## src/rtl/div_unit_pkg.sv

```systemverilog
// rtl/div_unit_pkg.sv - shared constants and state encoding for the iterative divider
package div_unit_pkg;

  localparam int DIV_WIDTH = 32;
  localparam logic [DIV_WIDTH-1:0] ZERO_WORD = '0;
  localparam logic DIV_START = 1'b1;
  localparam logic DIV_STOP  = 1'b0;

  typedef enum logic [1:0] {
    DIV_IDLE   = 2'b00,
    DIV_BYZERO = 2'b01,
    DIV_ON     = 2'b10,
    DIV_END    = 2'b11
  } div_state_e;

endpackage

```

## src/rtl/div_step.sv

```systemverilog
// rtl/div_step.sv - one restoring shift/compare/subtract iteration
module div_step
  import div_unit_pkg::*;
#(
  parameter int WIDTH = DIV_WIDTH
) (
  input  logic [WIDTH-1:0] rem_i,
  input  logic             dvd_msb_i,
  input  logic [WIDTH-1:0] divisor_i,
  output logic [WIDTH-1:0] rem_o,
  output logic             q_bit_o
);

  logic [WIDTH:0] shifted;
  logic [WIDTH:0] diff;

  // Shifted value can exceed WIDTH bits, so compare one bit wider.
  always_comb begin
    shifted = {rem_i, dvd_msb_i};
    diff    = shifted - {1'b0, divisor_i};
    q_bit_o = (shifted >= {1'b0, divisor_i});
    rem_o   = q_bit_o ? diff[WIDTH-1:0] : shifted[WIDTH-1:0];
  end

endmodule

```

## src/rtl/div_unit.sv

```systemverilog
// rtl/div_unit.sv - multi-cycle signed/unsigned divider with start/ready handshake
module div_unit
  import div_unit_pkg::*;
#(
  parameter int WIDTH = DIV_WIDTH
) (
  input  logic               clk,
  input  logic               rst,
  input  logic               start_i,
  input  logic               annul_i,
  input  logic               signed_div_i,
  input  logic [WIDTH-1:0]   opdata1_i,
  input  logic [WIDTH-1:0]   opdata2_i,
  output logic [2*WIDTH-1:0] result_o,
  output logic               ready_o
);

  div_state_e state, state_nxt;

  logic [5:0]       cnt;
  logic [WIDTH-1:0] dvd_q;
  logic [WIDTH-1:0] dsr_q;
  logic [WIDTH-1:0] rem_q;
  logic             sign1_q, sign2_q;

  logic [WIDTH-1:0] rem_nxt;
  logic             q_bit;
  logic             last_step;
  logic             neg1, neg2;
  logic [WIDTH-1:0] abs1, abs2;
  logic [WIDTH-1:0] q_raw, q_fix, r_fix;

  div_step #(.WIDTH(WIDTH)) u_step (
    .rem_i     (rem_q),
    .dvd_msb_i (dvd_q[WIDTH-1]),
    .divisor_i (dsr_q),
    .rem_o     (rem_nxt),
    .q_bit_o   (q_bit)
  );

  // Negating the most negative value wraps to itself, which reads back as the right unsigned magnitude.
  always_comb begin
    neg1      = signed_div_i & opdata1_i[WIDTH-1];
    neg2      = signed_div_i & opdata2_i[WIDTH-1];
    abs1      = neg1 ? -opdata1_i : opdata1_i;
    abs2      = neg2 ? -opdata2_i : opdata2_i;
    last_step = (cnt == 6'(WIDTH-1));
    q_raw     = {dvd_q[WIDTH-2:0], q_bit};
    q_fix     = (sign1_q ^ sign2_q) ? -q_raw : q_raw;
    r_fix     = sign1_q ? -rem_nxt : rem_nxt;
  end

  always_ff @(posedge clk or negedge rst) begin
    if (!rst) state <= DIV_IDLE;
    else      state <= state_nxt;
  end

  always_comb begin
    state_nxt = state;
    case (state)
      DIV_IDLE:
        if (start_i == DIV_START && !annul_i)
          state_nxt = (opdata2_i == '0) ? DIV_BYZERO : DIV_ON;
      DIV_BYZERO: state_nxt = DIV_END;
      DIV_ON:
        if (annul_i)        state_nxt = DIV_IDLE;
        else if (last_step) state_nxt = DIV_END;
      DIV_END:
        if (start_i == DIV_STOP) state_nxt = DIV_IDLE;
      default: state_nxt = DIV_IDLE;
    endcase
  end

  always_ff @(posedge clk or negedge rst) begin
    if (!rst) begin
      cnt      <= '0;
      dvd_q    <= '0;
      dsr_q    <= '0;
      rem_q    <= '0;
      sign1_q  <= 1'b0;
      sign2_q  <= 1'b0;
      result_o <= '0;
      ready_o  <= 1'b0;
    end else begin
      case (state)
        DIV_IDLE: begin
          result_o <= '0;
          ready_o  <= 1'b0;
          if (start_i == DIV_START && !annul_i && opdata2_i != '0) begin
            dvd_q   <= abs1;
            dsr_q   <= abs2;
            rem_q   <= '0;
            sign1_q <= neg1;
            sign2_q <= neg2;
            cnt     <= '0;
          end
        end
        DIV_BYZERO: begin
          result_o <= '0;
          ready_o  <= 1'b1;
        end
        DIV_ON: begin
          if (annul_i) begin
            cnt      <= '0;
            result_o <= '0;
            ready_o  <= 1'b0;
          end else begin
            rem_q <= rem_nxt;
            dvd_q <= q_raw;
            cnt   <= cnt + 6'd1;
            if (last_step) begin
              result_o <= {r_fix, q_fix};
              ready_o  <= 1'b1;
            end
          end
        end
        DIV_END: begin
          if (start_i == DIV_STOP) begin
            result_o <= '0;
            ready_o  <= 1'b0;
          end
        end
        default: begin
          result_o <= '0;
          ready_o  <= 1'b0;
        end
      endcase
    end
  end

endmodule
```

## config.mk

```make
export PLATFORM = sky130hd
export DESIGN_NAME = div_unit
export DESIGN_NICKNAME = d
export VERILOG_FILES = /design/src/rtl/div_unit_pkg.sv /design/src/rtl/div_step.sv /design/src/rtl/div_unit.sv
export SDC_FILE = /design/constraint.sdc
export NUM_CORES = 1
export LEC_CHECK = 0
export ABC_AREA = 1
export BUFFER_PORTS_ARGS = -buffer_cell sky130_fd_sc_hd__buf_2
export CORE_ASPECT_RATIO = 1.4
export CORE_MARGIN = 5
export CORE_UTILIZATION = 35
export CTS_CLUSTER_DIAMETER = 60
export DETAILED_ROUTE_END_ITERATION = 8
export REMOVE_ABC_BUFFERS = 1
export SLEW_MARGIN = 0
export SYNTH_ARGS = -nofsm -noshare
export SYNTH_HDL_FRONTEND = slang
export SYNTH_SLANG_ARGS = --single-unit
```

## constraint.sdc

```tcl
create_clock -name clk -period 7.15 [get_ports clk]
set_input_delay 1.0725 -clock clk [delete_from_list [all_inputs] [get_ports clk]]
set_output_delay 1.0725 -clock clk [all_outputs]
set_load 0.01 [all_outputs]
```

* Word-level counts from Yosys, hierarchy flattened
Cells that the tools add are included.
Word-level totals: bits in registers 171, input bits 69, output and inout bits 65, logic and storage cells 69
Operators by class: add/sub/neg operators 6, magnitude comparators 1, eq/ne operators 9, muxes and demuxes 28, bitwise gates (word level) 3, reductions and logical operators 13
Operators with widths (count):
- $mux W32 | 9
- $mux W64 | 3
- $pmux W64 S3 | 1
- $neg A32 Y32 | 4
- $pmux W32 S2 | 2
- $ge A33 B32 Y1 | 1
- $logic_not A32 Y1 | 1
- $reduce_bool A32 Y1 | 1
- $sub A32 B32 Y32 | 1
- $mux W6 | 2
- $pmux W6 S2 | 1
- $mux W2 | 5
- $ne A2 B2 Y1 const B | 4
- $pmux W2 S4 | 1
- $add A6 B1 Y6 const B | 1
- $eq A6 B5 Y1 const B | 1
- $reduce_and A2 Y1 | 3
- $reduce_and A3 Y1 | 2
- $eq A2 B2 Y1 const B | 2
- $pmux W1 S4 | 1
- $mux W1 | 3
- $ne A3 B3 Y1 const B | 1
- $and A1 B1 Y1 | 2
- $eq A2 B1 Y1 const B | 1
- other kinds (6) | 7

* Depth between registers and ports, before layout
Gate-level depths: netlist of the first run.
word-level depth 7, depth in mapped cells 27

* Cells and area by module
From an unflattened synthesis of the first run, not the netlist that was laid out.
Second synthesis, totals: cells, all modules 2216, area total of the unflattened synthesis 13756.9 um2
By module, submodules not included:
- div_unit | times used 1, cells an instance 1561, area each 10545.1 um2, seq. area each 4279.1 um2
- div_step | times used 1, cells an instance 655, area each 3211.8 um2, seq. area each 0.0 um2

* Least setup slack after synthesis of the first run
Ideal clock, no wire load.
path type reg2reg, from register rem_q[7], to register result_o[28], library setup time 0.066 ns, data arrival time 3.405 ns, slack 3.680 ns, stages on the path, launching flop included 27, path buffers 1, cells stage by stage dfrtp_1 -> ha_1 -> nand2_2 -> inv_2 -> nand2_1 -> nand2_2 -> clkinv_1 -> nand3_2 -> nand2_2 -> nand2_2 -> a21oi_1 -> buf_6 -> ha_1 -> nand2_1 -> nor2_1 -> nand3_1 -> nor3_2 -> nand3_1 -> o21ai_1 -> inv_2 -> a21oi_1 -> inv_2 -> a21oi_1 -> nand2_1 -> a21oi_1 -> o21ai_1 -> nand2_1
Between the ends: longest elaborated chain between the ends 6
Ends and longest elaborated chain:
- start: declaration | RTL line div_unit.sv:23 | logic [WIDTH-1:0] rem_q;
- start signal: assignment | RTL line div_unit.sv:108 | rem_q <= rem_nxt;
- $ge A33 B32 Y1 | RTL line div_step.sv:21 | q_bit_o = (shifted >= {1'b0, divisor_i});
- $neg A32 Y32 | RTL line div_unit.sv:49 | q_fix = (sign1_q ^ sign2_q) ? -q_raw : q_raw;
- $mux W32 | RTL line div_unit.sv:49
- $mux W64 | RTL line div_unit.sv:111 | if (last_step) begin
- $mux W64 | RTL line div_unit.sv:103 | if (annul_i) begin
- $pmux W64 S3 | RTL line div_unit.sv:85 | case (state)
- end signal: assignment | RTL line div_unit.sv:112 | result_o <= {r_fix, q_fix};
- end: declaration | RTL line div_unit.sv:14 | output logic [2*WIDTH-1:0] result_o,
Every way passes these cells. The select of a mux whose other input is x is not followed. A chain may end at the register's enable or synchronous reset.

* Worst setup path after layout of the first run
from register rem_q[11], to register result_o[28]
Same word-level chain as after synthesis.

==> impl_results.rst, run 1 <==
.. list-table::
   :header-rows: 1

   * - Metric
     - Value
   * - Status
     - finished, final reports clean
   * - Initial standard-cell utilization of the core
     - a little over a third
   * - Largest fanout on the critical path
     - 13
   * - Number of antenna diodes
     - 0
   * - Actual transition at the worst max-transition pin
     - slightly above 1 ns
   * - Top cell type's share of synthesized area
     - ~32%
   * - Worst Setup Start Kind
     - flip-flop
   * - Top-level I/O count
     - 134
   * - Critical Path Stages
     - 26
   * - Final instance area
     - 0.01488 mm2
   * - HPWL after detailed placement
     - 33470 um
   * - Share of flip-flops with an asynchronous set or reset
     - 100.0%
   * - Syn Inst Count
     - 2008
   * - Die X-Extent
     - 174.4 um
   * - Total Routing Usage GR
     - 20.36%
   * - Sink count of the clock tree
     - 171
   * - Routability Congestion
     - 0.9604
   * - Count of hold-fix buffers inserted at cts
     - 0
   * - Routed met3 length
     - roughly 1600 um
   * - Slowest cell delay on critical path
     - between 0.4 and 0.5 ns
   * - Count of distinct cell types in the synthesized netlist
     - 52
   * - Max Transition Viols Final
     - 0
   * - Dpl cell area
     - 0.01429 mm2
   * - Post-route setup TNS
     - 0 ns
   * - Met1 WL
     - 16300 um
   * - H-tree Lvls
     - 4
   * - Largest net degree at the start of global routing
     - 68
   * - Initial DRT Pass Iterations
     - 6
   * - Most common cell on crit path
     - nand2_1
   * - DIE HEIGHT
     - around 240 um
   * - Site Rows
     - 84
   * - CTS tree
     - done
   * - Count of port buffers added during placement
     - approximately 130
   * - Clock input transition at the sequential cells of the worst setup and hold paths
     - 0.07 ns
   * - Initial drt markers
     - 776
   * - Via-to-Cell Ratio
     - between 5 and 6
   * - Highest achievable clock rate
     - between 0.2 and 0.25 GHz
   * - Number of non-filler instances in the completed layout
     - roughly 2600
   * - Worst setup path end
     - result_o[28]
   * - Launch point of the worst path
     - rem_q[11]
   * - Total instance count after detailed placement
     - 2566
   * - Total overflow reported by the global router
     - 0
   * - Initial antenna violation count
     - 0
   * - Yosys warning count
     - 0
   * - Detailed-route wire length per cell
     - 16.48 um
   * - Worst reg-to-reg setup slack
     - approximately 2.9 ns
   * - Fin crit share
     - about three fifths
   * - Cells resized by post-CTS repair
     - 0
   * - Number of synthesized flops with an enable pin
     - 0
   * - Kind of cell adding the most delay to the critical path
     - simple AND/OR/NAND/NOR gates
   * - RR Startpoint
     - rem_q[11]
   * - Endpoint class of the critical path
     - flip-flop
   * - Post-Route Skew
     - 0.007496 ns
   * - Mapped Avg Cell Area
     - 6.592 um2
   * - Number of global-route vias before repair
     - around 13000
   * - Root buffer cell
     - clkbuf_16
   * - Number of cell instances on the worst register-to-register path
     - 26
   * - Worst path required time
     - 7.53 ns
   * - Fraction of layout cells with a size suffix above 1
     - 13.55%
   * - Mapped Area
     - ~0.013 mm2
   * - Final count of hold timing violations
     - 0
   * - Slowest library cell on the worst path
     - dfrtp_1
   * - Total via count in the routed design
     - approximately 13000
   * - Worst R2R End
     - result_o[28]
   * - Total Nets Final
     - 2224
   * - Wire length of the first global-routing pass
     - around 68000 um
   * - Length of routed met2 wiring
     - about 23000 um
   * - Remaining number of nets flagged by the antenna check after routing
     - 0
   * - Setup Buffers After CTS
     - 0
   * - Number of maximum-capacitance constraint violations
     - 0
   * - Data arrival time of the worst path
     - 4.66 ns
   * - Core Box Area
     - 0.03752 mm2
   * - Crit Path Class
     - flip-flop to flip-flop
   * - Flip-flop cell with the highest count after synthesis
     - dfrtp_1
   * - Largest buffer count on any clock path
     - 2
   * - RSZ-0062 raised after global routing
     - no
   * - Hold Crit Class
     - flip-flop to flip-flop
   * - Worst path bufs/invs
     - 5
   * - Floorplan die area
     - 0.04187 mm2
   * - Library cell with the largest summed area after synthesis
     - dfrtp_1
   * - Synthesized flop and latch total
     - 171
   * - Sequential fraction of the synthesis area
     - 32.33%
   * - Layout overhead on the synthesized area
     - 12.40%
   * - Period minus WS final
     - 4.274 ns
   * - Number of buffers added by the clock tree synthesis step
     - 17
   * - Final setup violating endpoints
     - 0
   * - Residual DRC
     - 0
   * - Max Used Layer
     - met4
   * - Worst hold start
     - result_o[61]
   * - Synth area leaders
     - dfrtp_1 32%, nand2_1 18%, inv_1 7.6%
   * - Total wire length after detailed routing
     - around 43000 um
   * - Insertion delay of the later-clocked pin in the worst-skew pair
     - 0.45 ns
   * - Slew HR
     - approximately 32%
==> layout by cell type, fill, tap and decap left out, types with 3 or more instances in the layout <==
master      instances
nand2_1           632
inv_1             266
dfrtp_1           171
nor2_1            169
o21ai_0           162
buf_2             132
nand3_1           108
a21oi_1            62
xor2_1             57
ha_1               42
nand2_2            30
nand4_1            26
xnor2_1            23
o21ai_1            23
o211ai_1           22
nor2_2             20
inv_2              20
nor4_1             17
clkbuf_16          17
nor3_1             16
o22ai_1            12
buf_4              12
nand3_2            10
nand2_4            10
or2_2               7
nor2_4              5
a32o_1              4
clkinv_1            3
clkinvlp_4          3
clkinv_2            3
clkinv_4            3
==> logic make-up (layout without fill, tap and decap cells) <==
group	Yosys count	count (layout)	synth area share, %
simple gates	1062	1062	35.21
buf+inv	349	466	10.51
compound gates	303	303	12.54
flops	171	171	32.33
xor+xnor	80	80	5.293
fa+ha+maj	43	43	4.121
==> layer usage <==
metal / up-vias / GRT usage (%)
met2: 338 / 39.13
li1: 6576 / -
met3: 90 / 2.501
met5: - / 0
met4: 0 / 9.508
met1: 6072 / 22.07
==> worst min-delay path by stage <==
stage | end | slack, ns | depth (start not counted)
after detailed placement | result_o[61] | 0.46 | 2
final | result_o[61] | 0.48 | 2
after global placement | result_o[61] | 0.46 | 2
after floorplan | dsr_q[10] | 0.45 | 2
after global routing | result_o[58] | 0.50 | 2
after CTS | result_o[61] | 0.48 | 2
==> metrics by stage <==
step	setup WS (ns)	utilization [%]	hold slack [ns]
2_1_floorplan	2.346	-	0.4530
3_3_place_gp	2.649	38.09	0.4618
3_5_place_dp	2.438	38.09	0.4615
4_1_cts	2.952	39.66	0.4806
5_1_grt	2.371	39.66	0.5009
6_report	2.876	39.66	0.4781
==> layout make-up <==
class | count | area [um2]
clock inverter | 13 | 143.9
sequential | 171 | 4279
timing repair buffer | 145 | 762.0
multi-input combinational | 1488 | 7575
fill | 3962 | 22640
clock buffer | 19 | 442.9
tap | 473 | 591.8
inverter | 289 | 1085
==> synthesized netlist by cell type (2+ instances only) <==
cell type    n
o21a_1       2
o21ai_1     23
ha_1        42
inv_1      267
xor2_1      57
a22o_1       2
nor4_1      17
o21ai_2      2
nor2_4       5
a32o_1       4
buf_2       10
nand2_1    632
a21oi_1     62
dfrtp_1    171
nand3b_1     2
nand3_1    108
o211ai_1    22
o22ai_1     12
a21oi_2      2
a31oi_1      2
nand4_1     26
nor3_2       2
a21o_1       2
o21ai_0    162
inv_2       19
clkbuf_1    35
nor2_2      20
buf_6        7
xnor2_1     23
or2_2        7
nor2_1     169
clkinv_1     3
o31ai_1      2
nand3_2     10
nand2_2     30
buf_1        7
nor3_1      16
nand2_4     10
==> registers in the layout, summed over array words and instances, names as in the netlist <==
name      cells
cnt           6
dsr_q        32
dvd_q        32
ready_o       1
rem_q        32
result_o     64
sign1_q       1
sign2_q       1
state         2
==> tightest hold or removal path, stage by stage (launching register included) <==
cell     delay (ns)
dfrtp_1        0.34
nand2_1        0.05
nand2_1        0.06
Power of run 1 is not shown: default switching activity piles up to over one toggle a cycle in this logic, so the estimate is an artifact.
==> run 2, diff against run 1 <==
Clock period 7.15 ns to 4 ns, I/O delays scaled along.
==> run 2 against run 1 <==
  * Register-to-register slack got worse by 2.5 ns
  * Final cell count increased by 0.73%
  * Maximum frequency increased by 18%
  * Sequential cell count unchanged
  * First-iteration DRC count decreased by 10%
  * Hold slack got worse by 0.30 ns
  * Setup slack got worse by 2.5 ns
  * Global-route usage increased by 0.87 points
  * Die area unchanged
  * Utilization increased by 0.50 points
  * Largest cell class unchanged
  * Highest routed layer unchanged
==> impl_results.rst, run 2 (same netlist as run 1, synthesis figures left out) <==
.. list-table::
   :header-rows: 1

   * - Metric
     - Value
   * - Via-to-Cell Ratio
     - 5.060 (was 5.033)
   * - Core Box Area
     - 0.03752 mm2 (unchanged)
   * - Number of buffers added by the clock tree synthesis step
     - 17 (unchanged)
   * - Hold Crit Class
     - input port to async pin (was flip-flop to flip-flop)
   * - Highest achievable clock rate
     - 0.2772 GHz (was 0.2340 GHz)
   * - Period minus WS final
     - 3.607 ns (was 4.274 ns)
   * - Initial DRT Pass Iterations
     - 5 (was 6)
   * - Number of antenna diodes
     - 0 (unchanged)
   * - Routability Congestion
     - 1.027 (was 0.9604)
   * - Total wire length after detailed routing
     - 45230 um (was 42810 um)
   * - Fraction of layout cells with a size suffix above 1
     - 14.41% (was 13.55%)
   * - Status
     - finished, final reports clean (unchanged)
   * - Crit Path Class
     - flip-flop to flip-flop (unchanged)
   * - Number of global-route vias before repair
     - 13030 (was 12910)
   * - Total via count in the routed design
     - 13240 (was 13080)
   * - Initial standard-cell utilization of the core
     - 35.28% (unchanged)
   * - WHS
     - 0.1814 ns (was 0.4781 ns)
   * - Slew HR
     - 36.42% (was 32.41%)
   * - Initial drt markers
     - 696 (was 776)
   * - Layout overhead on the synthesized area
     - 13.81% (was 12.40%)
   * - RSZ-0062 raised after global routing
     - no (unchanged)
   * - CTS tree
     - done (unchanged)
   * - Number of maximum-capacitance constraint violations
     - 0 (unchanged)
   * - Wire length of the first global-routing pass
     - 69590 um (was 67930 um)
   * - Actual transition at the worst max-transition pin
     - 0.9537 ns (was 1.013 ns)
   * - Commonest cells after routing, fill and taps aside
     - 632 x nand2_1, 266 x inv_1, 171 x dfrtp_1, 169 x nor2_1, 162 x o21ai_0 (unchanged)
   * - H-tree Lvls
     - 4 (unchanged)
   * - Post-Route Skew
     - 0.007936 ns (was 0.007496 ns)
   * - Worst path required time
     - 4.39 ns (was 7.53 ns)
   * - Sink count of the clock tree
     - 171 (unchanged)
   * - Initial antenna violation count
     - 0 (unchanged)
   * - Die X-Extent
     - 174.4 um (unchanged)
   * - Final setup violating endpoints
     - 0 (unchanged)
   * - Max Transition Viols Final
     - 0 (unchanged)
   * - Largest buffer count on any clock path
     - 2 (unchanged)
   * - Final count of hold timing violations
     - 0 (unchanged)
   * - Detailed-route wire length per cell
     - 17.28 um (was 16.48 um)
   * - Site Rows
     - 84 (unchanged)
   * - Floorplan die area
     - 0.04187 mm2 (unchanged)
   * - Layout Utilization
     - 40.15% (was 39.66%)
   * - Root buffer cell
     - clkbuf_16 (unchanged)
   * - Fin crit share
     - 90.17% (was 59.77%)
   * - Register name with the most flops
     - result_o (unchanged)
   * - Worst Setup Start Kind
     - flip-flop (unchanged)
   * - Residual DRC
     - 0 (unchanged)
   * - Count of port buffers added during placement
     - 133 (unchanged)
   * - Insertion delay of the later-clocked pin in the worst-skew pair
     - 0.45 ns (about the same)
   * - Data arrival time of the worst path
     - 3.99 ns (was 4.66 ns)
   * - Clock input transition at the sequential cells of the worst setup and hold paths
     - 0.07 ns (about the same)
   * - RR Startpoint
     - rem_q[22] (was rem_q[11])
   * - Largest fanout on the critical path
     - 6 (was 13)
   * - DIE HEIGHT
     - 240.1 um (unchanged)
   * - Endpoint class of the critical path
     - flip-flop (unchanged)
   * - Launch point of the worst path
     - rem_q[22] (was rem_q[11])
   * - Count of hold-fix buffers inserted at cts
     - 0 (unchanged)
   * - Filler cell count
     - 3916 (was 3962)
   * - Max reg flops
     - 64 (unchanged)
   * - HPWL after detailed placement
     - 35930 um (was 33470 um)
   * - Total Routing Usage GR
     - 21.23% (was 20.36%)
   * - Total Nets Final
     - 2244 (was 2224)
   * - Commonest non-fill, non-tap cell in the layout
     - nand2_1 (unchanged)
   * - Top-level I/O count
     - 134 (unchanged)
   * - Remaining number of nets flagged by the antenna check after routing
     - 0 (unchanged)
   * - Setup Buffers After CTS
     - 0 (unchanged)
   * - Total overflow reported by the global router
     - 0 (unchanged)
   * - Largest net degree at the start of global routing
     - 91 (was 68)
## run 2: cell types whose count changed in the layout (fill, tap and decap cells not counted), sizes merged
cell,previous run,this run
clkinv,9,8
inv,288,286
buf,145,165
clkbuf,19,21
## run 2: timing repair
item,CTS,global route
endpoints found under the hold margin,0,0
resized for setup,0,4
setup endpoints to repair,0,3
## run 2: path summary, 6_finish.rpt
check,end,slack [ns],cells after the start
max in group asynchronous,rem_q[7],2.73,2
min in group clk,dsr_q[31],0.44,3
min,result_o[50],0.18,1
max reg2reg,result_o[28],0.39,23
max,result_o[28],0.39,23
min reg2reg,result_o[60],0.47,2
## run 2: metal layers
| layer | vias up | global-route usage, % | wire, um |
|---|---|---|---|
| met5 | - | 0 | 0 |
| met4 | 0 | 12.51 | 2735 |
| met3 | 99 | 2.658 | 1654 |
| met2 | 341 | 40.35 | 24190 |
| met1 | 6170 | 22.31 | 16650 |
| li1 | 6631 | - | - |
## run 2: per-stage QoR
stage	instances	cell area (um2)	setup TNS [ns]	setup WS [ns]
2_1_floorplan	1948	12930	-11.15	-0.3314
3_3_place_gp	2586	14470	0	0.1333
3_5_place_dp	2586	14470	0	0.1149
4_1_cts	2617	15050	0	0.08051
5_1_grt	2617	15070	0	0.06142
6_report	2617	15070	0	0.3931
## run 2: critical path: stages, from the launching register on
cell and delay [ns]:
dfrtp_1 0.42, ha_1 0.39, nand2_1 0.19, nor2_2 0.07, nand2_1 0.11, nor2_2 0.07
nand2_1 0.11, nand3_1 0.14, a21oi_4 0.19, ha_1 0.19, nand2_1 0.06, nor2_1 0.12
nand3_1 0.12, nor3_2 0.16, nand3_1 0.14, o21ai_2 0.25, inv_2 0.07, a21oi_2 0.16
inv_2 0.05, a21oi_1 0.19, nand2_1 0.10, a21oi_1 0.13, o21ai_1 0.08, nand2_1 0.06
## run 2: area by class of cell
| class | count | area (um2) | share of cell area (%) |
|---|---|---|---|
| timing repair buffer | 165 | 937.1 | 6.220 |
| multi-input combinational | 1488 | 7594 | 50.40 |
| clock inverter | 10 | 118.9 | 0.7890 |
| clock buffer | 21 | 460.4 | 3.056 |
| tap | 473 | 591.8 | 3.928 |
| inverter | 289 | 1085 | 7.200 |
| sequential | 171 | 4279 | 28.40 |
Power of run 2 is left out for the same reason.
==> run 3, diff against run 2 <==
Settings changed: CORE_UTILIZATION 35 to 55, PLACE_DENSITY set to 0.75, RECOVER_POWER set to 25.
==> run 3 against run 2 <==
  * Maximum frequency shrank 3.0%
  * Critical path type unchanged
  * Non-clock buffer count stayed put
  * Sequential share of layout area increased by 0.38 points
  * Hold slack improved by 0.25 ns
  * Via count up 1.5%
  * Final cell count decreased by 6.2%
  * Utilization rose by 22 points
  * The flow now finishes with violations (capacitance limit, slew limit)
==> impl_results.rst, run 3 (same netlist as run 1, synthesis figures left out) <==
.. list-table::
   :header-rows: 1

   * - Metric
     - Value
   * - HPWL after detailed placement
     - 34800 um (was 35930 um)
   * - Setup Buffers After CTS
     - 0 (unchanged)
   * - Number of maximum-capacitance constraint violations
     - 1 (was 0)
   * - Number of cell instances on the worst register-to-register path
     - 22 (was 23)
   * - CTS tree
     - done (unchanged)
   * - Count of hold-fix buffers inserted at cts
     - 0 (unchanged)
   * - Initial standard-cell utilization of the core
     - 55.60% (was 35.28%)
   * - Final count of hold timing violations
     - 0 (unchanged)
   * - Root buffer cell
     - clkbuf_16 (unchanged)
   * - Fraction of layout cells with a size suffix above 1
     - 14.50% (was 14.41%)
   * - Commonest cells after routing, fill and taps aside
     - 632 x nand2_1, 266 x inv_1, 171 x dfrtp_1, 169 x nor2_1, 162 x o21ai_0 (unchanged)
   * - Data arrival time of the worst path
     - 4.05 ns (was 3.99 ns)
   * - Top-level I/O count
     - 134 (unchanged)
   * - Count of port buffers added during placement
     - 133 (unchanged)
   * - Sink count of the clock tree
     - 171 (unchanged)
   * - Worst reg-to-reg setup slack
     - 0.28 ns (was 0.39 ns)
   * - Final setup violating endpoints
     - 0 (unchanged)
   * - Largest buffer count on any clock path
     - 2 (unchanged)
   * - H-tree Lvls
     - 4 (unchanged)
   * - Endpoint, Worst Hold
     - dsr_q[31]
   * - Largest net degree at the start of global routing
     - 77 (was 91)
   * - Site Rows
     - 67 (was 84)
   * - Total instance count after detailed placement
     - 2423 (was 2586)
   * - Clock input transition at the sequential cells of the worst setup and hold paths
     - 0.08 ns (was 0.07 ns)
   * - Total via count in the routed design
     - 13430 (was 13240)
   * - RR Startpoint
     - dsr_q[15] (was rem_q[22])
   * - Die X-Extent
     - 141.1 um (was 174.4 um)
   * - Floorplan die area
     - 0.02731 mm2 (was 0.04187 mm2)
   * - Violations in the final reports
     - capacitance limit, slew limit
   * - Total overflow reported by the global router
     - 0 (unchanged)
   * - Number of global-route vias before repair
     - 13260 (was 13030)
   * - Largest fanout on the critical path
     - 15 (was 6)
   * - Detailed-route wire length per cell
     - 17.91 um (was 17.28 um)
   * - Cells resized by post-CTS repair
     - 0 (unchanged)
   * - Total Nets Final
     - 2244 (unchanged)
   * - DIE HEIGHT
     - 193.6 um (was 240.1 um)
   * - Number of non-filler instances in the completed layout
     - 2455 (was 2617)
   * - Hold Crit Class
     - input port to flip-flop (was input port to async pin)
   * - Routability Congestion
     - 1.076 (was 1.027)
   * - Initial DRT Pass Iterations
     - 5 (unchanged)
   * - Highest achievable clock rate
     - 0.2690 GHz (was 0.2772 GHz)
   * - Wire length of the first global-routing pass
     - 69300 um (was 69590 um)
   * - Length of routed met2 wiring
     - 22530 um (was 24190 um)
   * - Hold depth
     - 3
   * - Total Routing Usage GR
     - 32.02% (was 21.23%)
   * - Via-to-Cell Ratio
     - 5.472 (was 5.060)
   * - Initial antenna violation count
     - 0 (unchanged)
   * - Slew HR
     - -35.20% (was 36.42%)
   * - Status
     - complete, but fails checks (was finished, final reports clean)
   * - Worst R2R End
     - result_o[50] (was result_o[28])
   * - Dpl ws
     - 0.1692 ns (was 0.1149 ns)
   * - Actual transition at the worst max-transition pin
     - 2.028 ns (was 0.9537 ns)
   * - Remaining number of nets flagged by the antenna check after routing
     - 0 (unchanged)
   * - Met1 WL
     - 16410 um (was 16650 um)
   * - Final worst-path setup slack
     - 0.2822 ns (was 0.3931 ns)
   * - Worst path required time
     - 4.34 ns (was 4.39 ns)
   * - Number of buffers added by the clock tree synthesis step
     - 17 (unchanged)
   * - Register name with the most flops
     - result_o (unchanged)
   * - Endpoint class of the critical path
     - flip-flop (unchanged)
   * - Initial drt markers
     - 881 (was 696)
   * - Worst hold start
     - opdata2_i[31]
   * - Post-route setup TNS
     - 0 ns (unchanged)
   * - Residual DRC
     - 0 (unchanged)
   * - Max Used Layer
     - met4 (unchanged)
   * - Total wire length after detailed routing
     - 43970 um (was 45230 um)
   * - Fin crit share
     - 92.94% (was 90.17%)
   * - Number of antenna diodes
     - 0 (unchanged)
   * - Routed met3 length
     - 2364 um (was 1654 um)
   * - Max Transition Viols Final
     - 76 (was 0)
   * - Core Box Area
     - 0.02381 mm2 (was 0.03752 mm2)
   * - Insertion delay of the later-clocked pin in the worst-skew pair
     - 0.44 ns (was 0.45 ns)
   * - Post-Route Skew
     - 0.01064 ns (was 0.007936 ns)
   * - Layout overhead on the synthesized area
     - 12.33% (was 13.81%)
   * - Period minus WS final
     - 3.718 ns (was 3.607 ns)
   * - Max reg flops
     - 64 (unchanged)
   * - Worst Setup Start Kind
     - flip-flop (unchanged)
   * - Crit Path Class
     - flip-flop to flip-flop (unchanged)
   * - Commonest non-fill, non-tap cell in the layout
     - nand2_1 (unchanged)
==> run 3: cell types whose count changed in the layout (fill, tap and decap cells not counted), sizes merged <==
cell,delta
buf,-1
bufinv,-1
inv,+4
clkinvlp,-1
==> run 3: per-stage QoR <==
| step | hold slack [ns] | util (%) | instance area (um2) |
|---|---|---|---|
| after floorplan | 0.3044 | - | 12930 |
| after global placement | 0.4583 | 59.91 | 14260 |
| final | 0.4334 | 62.46 | 14870 |
| after detailed placement | 0.4625 | 59.91 | 14260 |
| after global routing | 0.4617 | 62.46 | 14870 |
| after CTS | 0.2156 | 62.42 | 14860 |
==> run 3: critical path, cell delays in order (launching register included) <==
cell and delay, ns:
dfrtp_1 0.36, inv_1 0.07, ha_1 0.35, nand2_1 0.18, nor2_2 0.08, nand2_1 0.16, nor2_2 0.07, nand2_1 0.11
nand2_2 0.10, nor2_8 0.36, buf_4 0.33, nand3_1 0.12, nand2_2 0.11, ha_1 0.21, nand3_2 0.12, nor2_1 0.13
nand2_2 0.09, inv_1 0.12, nand4_1 0.22, nand2_1 0.12, nand2_1 0.05, nand3_1 0.08, nand2_1 0.06
==> run 3: per-layer routing <==
metal / global-route usage [%] / vias up
met5: 0 / -
met4: 17.92 / 0
li1: - / 6608
met1: 36.35 / 6277
met2: 56.97 / 440
met3: 4.446 / 108
==> run 3: area by class of cell <==
class | instances | area, um2
tap | 310 | 387.9
fill | 2351 | 8939
sequential | 171 | 4279
multi-input combinational | 1488 | 7590
timing repair buffer | 165 | 930.9
clock buffer | 20 | 466.7
inverter | 289 | 1085
clock inverter | 12 | 130.1
==> run 3: worst max path at each step <==
stage            startpoint           end
2_1_floorplan  opdata2_i[1]     rem_q[10]
3_3_place_gp      rem_q[11]  result_o[28]
3_5_place_dp       dsr_q[4]  result_o[28]
4_1_cts            dsr_q[4]  result_o[28]
5_1_grt           dsr_q[18]  result_o[28]
6_report          dsr_q[15]  result_o[50]
Power of run 3 is left out for the same reason.
